## src/rtl/mdu_iter.sv

```systemverilog
// Iterative radix-2 multiply/divide unit: signed/unsigned MULT and DIV over a shared
// shift/add-subtract datapath, WIDTH cycles per op, {hi,lo} result with pipeline stall.
module mdu_iter #(
  parameter int WIDTH = 32,
  parameter int CNT_W = $clog2(WIDTH) + 1
) (
  input  logic                 clk,
  input  logic                 rst,
  input  logic                 start,
  input  logic [1:0]           op,
  input  logic [WIDTH-1:0]     a,
  input  logic [WIDTH-1:0]     b,
  input  logic                 cancel,
  output logic                 stall,
  output logic                 ready,
  output logic [2*WIDTH-1:0]   result,
  output logic                 div_zero
);

  typedef enum logic [1:0] {S_IDLE, S_CALC, S_SIGN, S_DONE} state_t;

  state_t             state_q, state_d;
  logic [CNT_W-1:0]   cnt_q, cnt_d;
  logic               is_div_q, is_div_d;
  logic               neg_res_q, neg_res_d;
  logic               neg_rem_q, neg_rem_d;
  logic               bzero_q, bzero_d;
  logic [WIDTH-1:0]   opnd_q, opnd_d;
  logic [WIDTH-1:0]   acc_q, acc_d;
  logic [WIDTH-1:0]   lo_q, lo_d;
  logic [2*WIDTH-1:0] result_q, result_d;
  logic               dz_q, dz_d;

  logic               accept;
  logic               a_neg, b_neg;
  logic [WIDTH-1:0]   abs_a, abs_b;
  logic [WIDTH:0]     rem_sh, diff, sum;
  logic [2*WIDTH-1:0] prod, prod_s;
  logic [WIDTH-1:0]   quo_s, rem_s;

  assign accept = (state_q == S_IDLE) && start && !cancel;
  assign a_neg  = !op[0] && a[WIDTH-1];
  assign b_neg  = !op[0] && b[WIDTH-1];
  assign abs_a  = a_neg ? -a : a;
  assign abs_b  = b_neg ? -b : b;

  // Restoring divide step: remainder shifted left with the next dividend bit.
  assign rem_sh = {acc_q, lo_q[WIDTH-1]};
  assign diff   = rem_sh - {1'b0, opnd_q};
  // Multiply step: add multiplicand into the high half when the multiplier LSB is set.
  assign sum    = {1'b0, acc_q} + {1'b0, (lo_q[0] ? opnd_q : '0)};

  assign prod   = {acc_q, lo_q};
  assign prod_s = neg_res_q ? -prod : prod;
  // Divide by zero naturally leaves |a| in the remainder, so the sign fix restores raw a.
  assign quo_s  = bzero_q ? '1 : (neg_res_q ? -lo_q : lo_q);
  assign rem_s  = neg_rem_q ? -acc_q : acc_q;

  always_ff @(posedge clk or posedge rst) begin
    if (rst) state_q <= S_IDLE;
    else     state_q <= state_d;
  end

  always_comb begin
    state_d = state_q;
    case (state_q)
      S_IDLE:  if (accept) state_d = S_CALC;
      S_CALC:  if (cnt_q == CNT_W'(WIDTH-1)) state_d = S_SIGN;
      S_SIGN:  state_d = S_DONE;
      S_DONE:  state_d = S_IDLE;
      default: state_d = S_IDLE;
    endcase
    if (cancel) state_d = S_IDLE;
  end

  always_comb begin
    stall = accept || (state_q == S_CALC) || (state_q == S_SIGN);
    if (cancel) stall = 1'b0;
    ready = (state_q == S_DONE);
  end

  always_comb begin
    cnt_d     = cnt_q;
    is_div_d  = is_div_q;
    neg_res_d = neg_res_q;
    neg_rem_d = neg_rem_q;
    bzero_d   = bzero_q;
    opnd_d    = opnd_q;
    acc_d     = acc_q;
    lo_d      = lo_q;
    result_d  = result_q;
    dz_d      = dz_q;
    case (state_q)
      S_IDLE: begin
        if (accept) begin
          is_div_d  = op[1];
          opnd_d    = op[1] ? abs_b : abs_a;
          lo_d      = op[1] ? abs_a : abs_b;
          acc_d     = '0;
          cnt_d     = '0;
          neg_res_d = a_neg ^ b_neg;
          neg_rem_d = a_neg;
          bzero_d   = op[1] && (b == '0);
        end
      end
      S_CALC: begin
        cnt_d = cnt_q + CNT_W'(1);
        if (is_div_q) begin
          if (!diff[WIDTH]) begin
            acc_d = diff[WIDTH-1:0];
            lo_d  = {lo_q[WIDTH-2:0], 1'b1};
          end else begin
            acc_d = rem_sh[WIDTH-1:0];
            lo_d  = {lo_q[WIDTH-2:0], 1'b0};
          end
        end else begin
          acc_d = sum[WIDTH:1];
          lo_d  = {sum[0], lo_q[WIDTH-1:1]};
        end
      end
      S_SIGN: begin
        if (!cancel) begin
          result_d = is_div_q ? {rem_s, quo_s} : prod_s;
          dz_d     = is_div_q && bzero_q;
        end
      end
      default: ;
    endcase
  end

  always_ff @(posedge clk or posedge rst) begin
    if (rst) begin
      cnt_q     <= '0;
      is_div_q  <= 1'b0;
      neg_res_q <= 1'b0;
      neg_rem_q <= 1'b0;
      bzero_q   <= 1'b0;
      opnd_q    <= '0;
      acc_q     <= '0;
      lo_q      <= '0;
      result_q  <= '0;
      dz_q      <= 1'b0;
    end else begin
      cnt_q     <= cnt_d;
      is_div_q  <= is_div_d;
      neg_res_q <= neg_res_d;
      neg_rem_q <= neg_rem_d;
      bzero_q   <= bzero_d;
      opnd_q    <= opnd_d;
      acc_q     <= acc_d;
      lo_q      <= lo_d;
      result_q  <= result_d;
      dz_q      <= dz_d;
    end
  end

  assign result   = result_q;
  assign div_zero = dz_q;

endmodule

```

## config.mk

```make
export PLATFORM = sky130hd
export DESIGN_NAME = mdu_iter
export DESIGN_NICKNAME = d
export VERILOG_FILES = /design/src/rtl/mdu_iter.sv
export SDC_FILE = /design/constraint.sdc
export NUM_CORES = 1
export LEC_CHECK = 0
export ABC_AREA = 1
export BUFFER_PORTS_ARGS = -buffer_cell sky130_fd_sc_hd__buf_4
export CAP_MARGIN = 0
export CORE_UTILIZATION = 40
export CTS_BUF_LIST = sky130_fd_sc_hd__clkbuf_4
export CTS_CLUSTER_DIAMETER = 150
export DETAILED_ROUTE_END_ITERATION = 7
export SLEW_MARGIN = 10
export SYNTH_ARGS = -nofsm -noshare
export SYNTH_HDL_FRONTEND = slang
export SYNTH_SLANG_ARGS = --single-unit
export TNS_END_PERCENT = 100
```

## constraint.sdc

```tcl
create_clock -name clk -period 6.7 [get_ports clk]
set_input_delay 0.335 -clock clk [delete_from_list [all_inputs] [get_ports clk]]
set_output_delay 0.335 -clock clk [all_outputs]
set_load 0.02 [all_outputs]
```

==> results of run 1 <==
## worst paths after layout
kind	start	to	depth (start not counted)
hold reg to reg	result[52]$_DFFE_PP0P_	result[52]$_DFFE_PP0P_	2
max in group asynchronous	rst	acc_q[22]$_DFFE_PP0P_	4
setup / recovery	state_q[0]$_DFFE_PP0P_	cnt_q[5]$_DFFE_PP0P_	12
min in group asynchronous	rst	result[17]$_DFFE_PP0P_	3
hold / removal	a[2]	opnd_q[2]$_DFFE_PP0P_	4
setup reg to reg	state_q[0]$_DFFE_PP0P_	cnt_q[5]$_DFFE_PP0P_	12
## flip-flops by register name (all words and copies together) (netlist names), 2 cells and up
signal   flops
state_q      2
lo_q        32
result      64
cnt_q        6
acc_q       32
opnd_q      32
## cell usage in the layout, fill, tap and decap left out, types with 4 or more instances in the layout
master and n:
nand2_1 899, inv_1 388, nor2_1 332, nand3_1 315, dfrtp_1 172, a21oi_1 163
buf_4 154, o21ai_0 148, ha_1 73, xor2_1 72, nor3_1 41, nand4_1 39
o211ai_1 35, clkbuf_4 17, or2_2 14, o221ai_1 13, o21ai_1 13, nand3b_1 11
a31oi_1 11, o22ai_1 10, xnor2_1 9, dlygate4sd3_1 9, nor2_2 7, nor2_4 6
o21a_1 6, a21o_1 6, o21bai_1 6, inv_8 6, clkinv_1 5, a22oi_1 5
nor3_4 4, nand3_2 4, nand2_2 4, inv_6 4, nor4_1 4
## area by class of cell
class                           instances  area [um2]
Antenna cell                            1        2.50
Clock buffer                           17         128
Clock inverter                         15         205
Fill cell                            4639       23100
Inverter                              397        1500
Multi-Input combinational cell       2271       11200
Sequential cell                       173        4330
Tap cell                              577         722
Timing Repair Buffer                  163        1250
## worst max-delay path, cell delays in order (launching register included)
cell,delay (ps)
dfrtp_1,420
inv_1,80
ha_1,210
inv_1,180
nor3_4,60
buf_4,250
a21oi_4,200
buf_4,460
clkinv_1,610
buf_4,450
nand4_1,190
nor3_1,80
nor3b_1,190
## per-layer routing
metal | wire (um) | up-vias
met5 | 10 | -
met3 | 4780 | 129
li1 | - | 9667
met4 | 2660 | 2
met2 | 31600 | 792
met1 | 31200 | 9261
## cells by family after synthesis
logic type	Yosys count	synth area share (%)
AOI/OAI and AO/OA	425	13.7
buffers and inverters	491	10.8
and+or+nand+nor	1690	41.0
adders and majority gates	75	5.49
DFF	173	24.9
xor gates and xnor gates	81	4.08
## synth_stat cells, types with 9 or more instances
master    number
ha_1          73
nand3_1      315
or2_2         14
nor2_1       335
clkbuf_1      72
buf_1         11
a31oi_1       11
o221ai_1      13
o22ai_1       10
nand4_1       39
a21oi_1      163
xnor2_1        9
o21ai_0      148
nand2_1      899
nand3b_1      11
o21ai_1       13
dfrtp_1      173
xor2_1        72
nor3_1        41
inv_1        390
o211ai_1      35
## report_power, final
part | switching [mW] | internal, mW
clock network | 0.507 | 0.222
logic | 5.15 | 2.37
registers | 0.730 | 1.51
==> impl_metrics.ini, run 1 <==
[clocking]
worstSkewPairLatency_ps = 710
htreeDepth = 4
cts_hold_buffers = 9
cts_resized = 0
cts_sinks = 173
cts_tree = yes
cts_setup_buffers = 0
root_buffer = clkbuf_4
path_clk_slew_ps = 200
cts-buffers-inserted = 17
cts_buffer_depth = 2

[synthesis]
yosys_warnings = 0
async_flop_share_pct = 100
synth_nets = 3080
synth.area.top_cells = dfrtp_1 25%, nand2_1 19%, nand3_1 9.1%, inv_1 8.4%, nor2_1 7.2%
yosys.area.top_type = dfrtp_1
yosysTopAreaCellShare_pct = 24.9
syn_area_um2 = 17400
syn-mean-instance-area_um2 = 5.92
syn_inst = 2935
synth_edf_count = 0
ys_types = 47
yosysSeqAreaShare_pct = 24.9
synth-seq-cells = 173
ys.flop_type = dfrtp_1

[timing]
finalSetupViolations = 0
post-route-period-util_pct = 52.1
hold_viol_final = 0
maxSlewViolCount = 0
finalCriticalPeriod_ps = 3490
tightest_slew_ps = 1050
worst_slack_ps = 3210
rsz0062_at_grt = false
finalSetupTns_ps = 0
finClkSkew_ps = 39.3
hold_ws_ps = 40.9
clock.fmax_ghz = 0.286
slew_headroom_pct = 30.0

[pwr]
power_density_nw_per_um2 = 543
max-vdd-ir-drop_mv = 0.330
leakage_nw = 10.1
total_power_mw = 10.5

[final_layout]
finalNetCount = 3168
area_growth_syn_to_layout_pct = 11.2
final_area_um2 = 19300
fin_util_pct = 45.6
drive_above_1_share_pct = 7.64
instances_no_fill = 3614

[worst_setup_path]
setup.worst_path.end_class = register
reg2reg_slack_ps = 3210
crit_arrival_ps = 4130
cp_max_fo = 42
critPathKind = reg2reg
required_ps = 7340
start_kind = register

[place]
place_inst = 3572
io_buffers = 136
dp_hpwl_mm = 56.1
place_ws_ps = 3250
dpl_cell_area_um2 = 18900
gp_congestion = 0.997

[global_route]
overflow = 0
grt_pass1_vias = 18447
antenna_found_initial = 2
grtUsageTotal_pct = 31.7
grt_pass1_wl_mm = 107
global_route.peak_usage_layer = met2
grt_start_max_net_pins = 63
grtUsageMet1_pct = 43.7
grt_use_met2_pct = 50.1
met3_usage_pct = 4.53

[routing]
ant_nets = 0
drt_first_pass_iters = 7
viasPerCell = 5.49
wl_per_cell_um = 19.4
wirelength_mm = 70.2
vias = 19851
drcViolationCount = 0
drt_iter0_markers = 1939

[flow_run]
drv_cap = 0

[floorplanning]
rows = 75
fp.dieH_um = 210
coreArea_um2 = 42400
initial_core_util_pct = 41.0
ios = 137
die_area_um2 = 44300
die_w_um = 210

[status]
status = finished, final reports clean

[hold_path]
hold_class = in2reg
No activity file was read; power rests on OpenSTA's default activity.
==> run 2: changes to the inputs <==
- clock period: 6.7 -> 3.4 ns (I/O delays scaled with it)
==> run 2 against run 1 <==
  * Setup slack lost 3100 ps
  * Core utilization grew 3.3 points
  * Global-route usage grew 1.8 points
  * Total power grew 100%
  * Critical endpoint is now opnd_q[30]$_DFFE_PP0P_
  * Largest power group unchanged
==> impl_metrics.ini, run 2 (synthesized netlist as in run 1, its figures left out) <==
[status]
status = finished, final reports clean

[timing]
finalCriticalPeriod_ps = 3260
slew_headroom_pct = 40.7
hold_viol_final = 0
finalSetupViolations = 0
tightest_slew_ps = 888
maxSlewViolCount = 0
finClkSkew_ps = 60.1
post-route-period-util_pct = 95.9
finalSetupTns_ps = 0
rsz0062_at_grt = false
clock.fmax_ghz = 0.307

[worst_setup_path]
cpLargestDelayFamily = buffers and inverters
start_kind = input pin
setup.worst_path.end_class = register
cp-startpoint = a[1]
path_cells = dlygate4sd3_1 -> buf_4 -> inv_1 -> ha_1 -> nand3_1 -> inv_1 -> nand2_1 -> nor2_4 -> nand4_1 -> nand2_2 -> nand3_1 -> dlygate4sd3_1 -> nand2_1 -> dlygate4sd3_1 -> nand2_1 -> o211ai_1 -> dlygate4sd3_1
ff2ff_path_depth = 10
crit_top_cell = dlygate4sd3_1
cpPeakStageDelay_ps = 580
crit_arrival_ps = 3990
required_ps = 4130
cp_num_cells = 17
cp_max_fo = 5
r2r-start = state_q[1]$_DFFE_PP0P_
cpMaxStageDelayCell = dlygate4sd3_1
r2r_end = state_q[1]$_DFFE_PP0P_
reg2reg_slack_ps = 170
crit_end = opnd_q[30]$_DFFE_PP0P_
critPathKind = in2reg
path_buf_inv = 7

[final_layout]
fin_util_pct = 48.8
drive_above_1_share_pct = 8.99
layout_common_cells = 898 x nand2_1, 387 x inv_1, 332 x nor2_1, 315 x nand3_1, 203 x buf_4
final_common_cell = nand2_1
largest_register_ffs = 64
area_growth_syn_to_layout_pct = 19.2
finalNetCount = 3315
fillers = 4612

[floorplanning]
coreArea_um2 = 42400
fp.dieH_um = 210
initial_core_util_pct = 41.0
die_area_um2 = 44300
rows = 75
ios = 137
die_w_um = 210

[global_route]
grt_pass1_wl_mm = 112
grt_start_max_net_pins = 72
grt_pass1_vias = 19238
antenna_found_initial = 3
grtUsageTotal_pct = 33.5
overflow = 0

[routing]
drt_first_pass_iters = 6
drt_iter0_markers = 2085
drcViolationCount = 0
ant_nets = 0
viasPerCell = 5.47
vias = 20596
wirelength_mm = 74.6
wl_per_cell_um = 19.8

[clocking]
root_buffer = clkbuf_4
cts-buffers-inserted = 17
worstSkewPairLatency_ps = 810
cts_sinks = 173
path_clk_slew_ps = 190
htreeDepth = 4
cts_tree = yes
cts_buffer_depth = 2

[place]
gp_congestion = 0.988
dp_hpwl_mm = 60.0
io_buffers = 136

[hold_path]
hold_class = in2reg

[pwr]
power_density_nw_per_um2 = 1040
leakage_nw = 10.7
max-vdd-ir-drop_mv = 0.539

[flow_run]
drv_cap = 0
==> run 2: changes by cell type in the layout (fill, tap and decap cells not counted), sizes merged <==
cell	previous run	this run
dlygate4sd3	9	104
buf	154	206
inv	403	395
clkinv	8	13
clkinvlp	0	3
diode	1	4
==> run 2: how the worst min path moves through the flow <==
| stage | endpoint | slack, ps | start | depth (start not counted) |
|---|---|---|---|---|
| after floorplan | neg_res_q$_DFFE_PP0P_ | 320 | b[31] | 1 |
| after global placement | result[10]$_DFFE_PP0P_ | 240 | rst | 2 |
| after detailed placement | result[8]$_DFFE_PP0P_ | 240 | rst | 2 |
| after CTS | lo_q[10]$_DFFE_PP0P_ | 1 | b[10] | 6 |
| after global routing | lo_q[31]$_DFFE_PP0P_ | 20 | op[0] | 7 |
| final | lo_q[20]$_DFFE_PP0P_ | 70 | a[20] | 8 |
==> run 2: power breakdown <==
part / total (mW) / internal (mW) / switching (mW)
Sequential: 4.20 / 2.98 / 1.22
Clock: 1.41 / 0.416 / 0.991
Combinational: 15.9 / 5.27 / 10.6
==> run 2: layout make-up <==
cell class                      count  area, um2  area share (%)
Tap cell                          577        722            3.49
Sequential cell                   173       4330            20.9
Clock buffer                       17        128           0.616
Inverter                          397       1500            7.23
Timing Repair Buffer              310       2630            12.7
Clock inverter                     15        199           0.961
Multi-Input combinational cell   2271      11200            54.1
Antenna cell                        4       10.0          0.0483
==> run 2: per-layer routing <==
layer  up-vias  part of all wire, %  GRT usage (%)
li1       9953                    -              -
met1      9601                   44           45.8
met2       919                   45           54.0
met3       121                  8.1           5.66
met4         2                  2.7           10.0
met5         -                0.017              0
==> run 2: worst min-delay path, delay by kind of cell <==
| family | cells | cell delay, ps |
|---|---|---|
| compound gates | 1 | 80 |
| buf+inv | 1 | 100 |
| xor+xnor | 1 | 70 |
| simple gates | 5 | 420 |
==> run 2: timing repair <==
item                                    4_1_cts  5_1_grt
hold endpoints to repair                    266        0
buffers inserted                              0        9
endpoints found under the setup margin        0        3
gates resized for setup                       0        4
hold buffers                                104        0
==> run 2: per-stage QoR <==
stage	cell area (um2)	cells	worst slack (ps)	total power, mW	hold slack, ps
6_report	20700	3764	141	21.5	70.6
5_1_grt	20700	3764	24.8	23.3	19.9
4_1_cts	20600	3751	52.6	21.3	1.20
3_5_place_dp	19200	3615	391	19.5	237
3_3_place_gp	19200	3615	453	19.5	237
2_1_floorplan	17400	2935	713	14.2	319
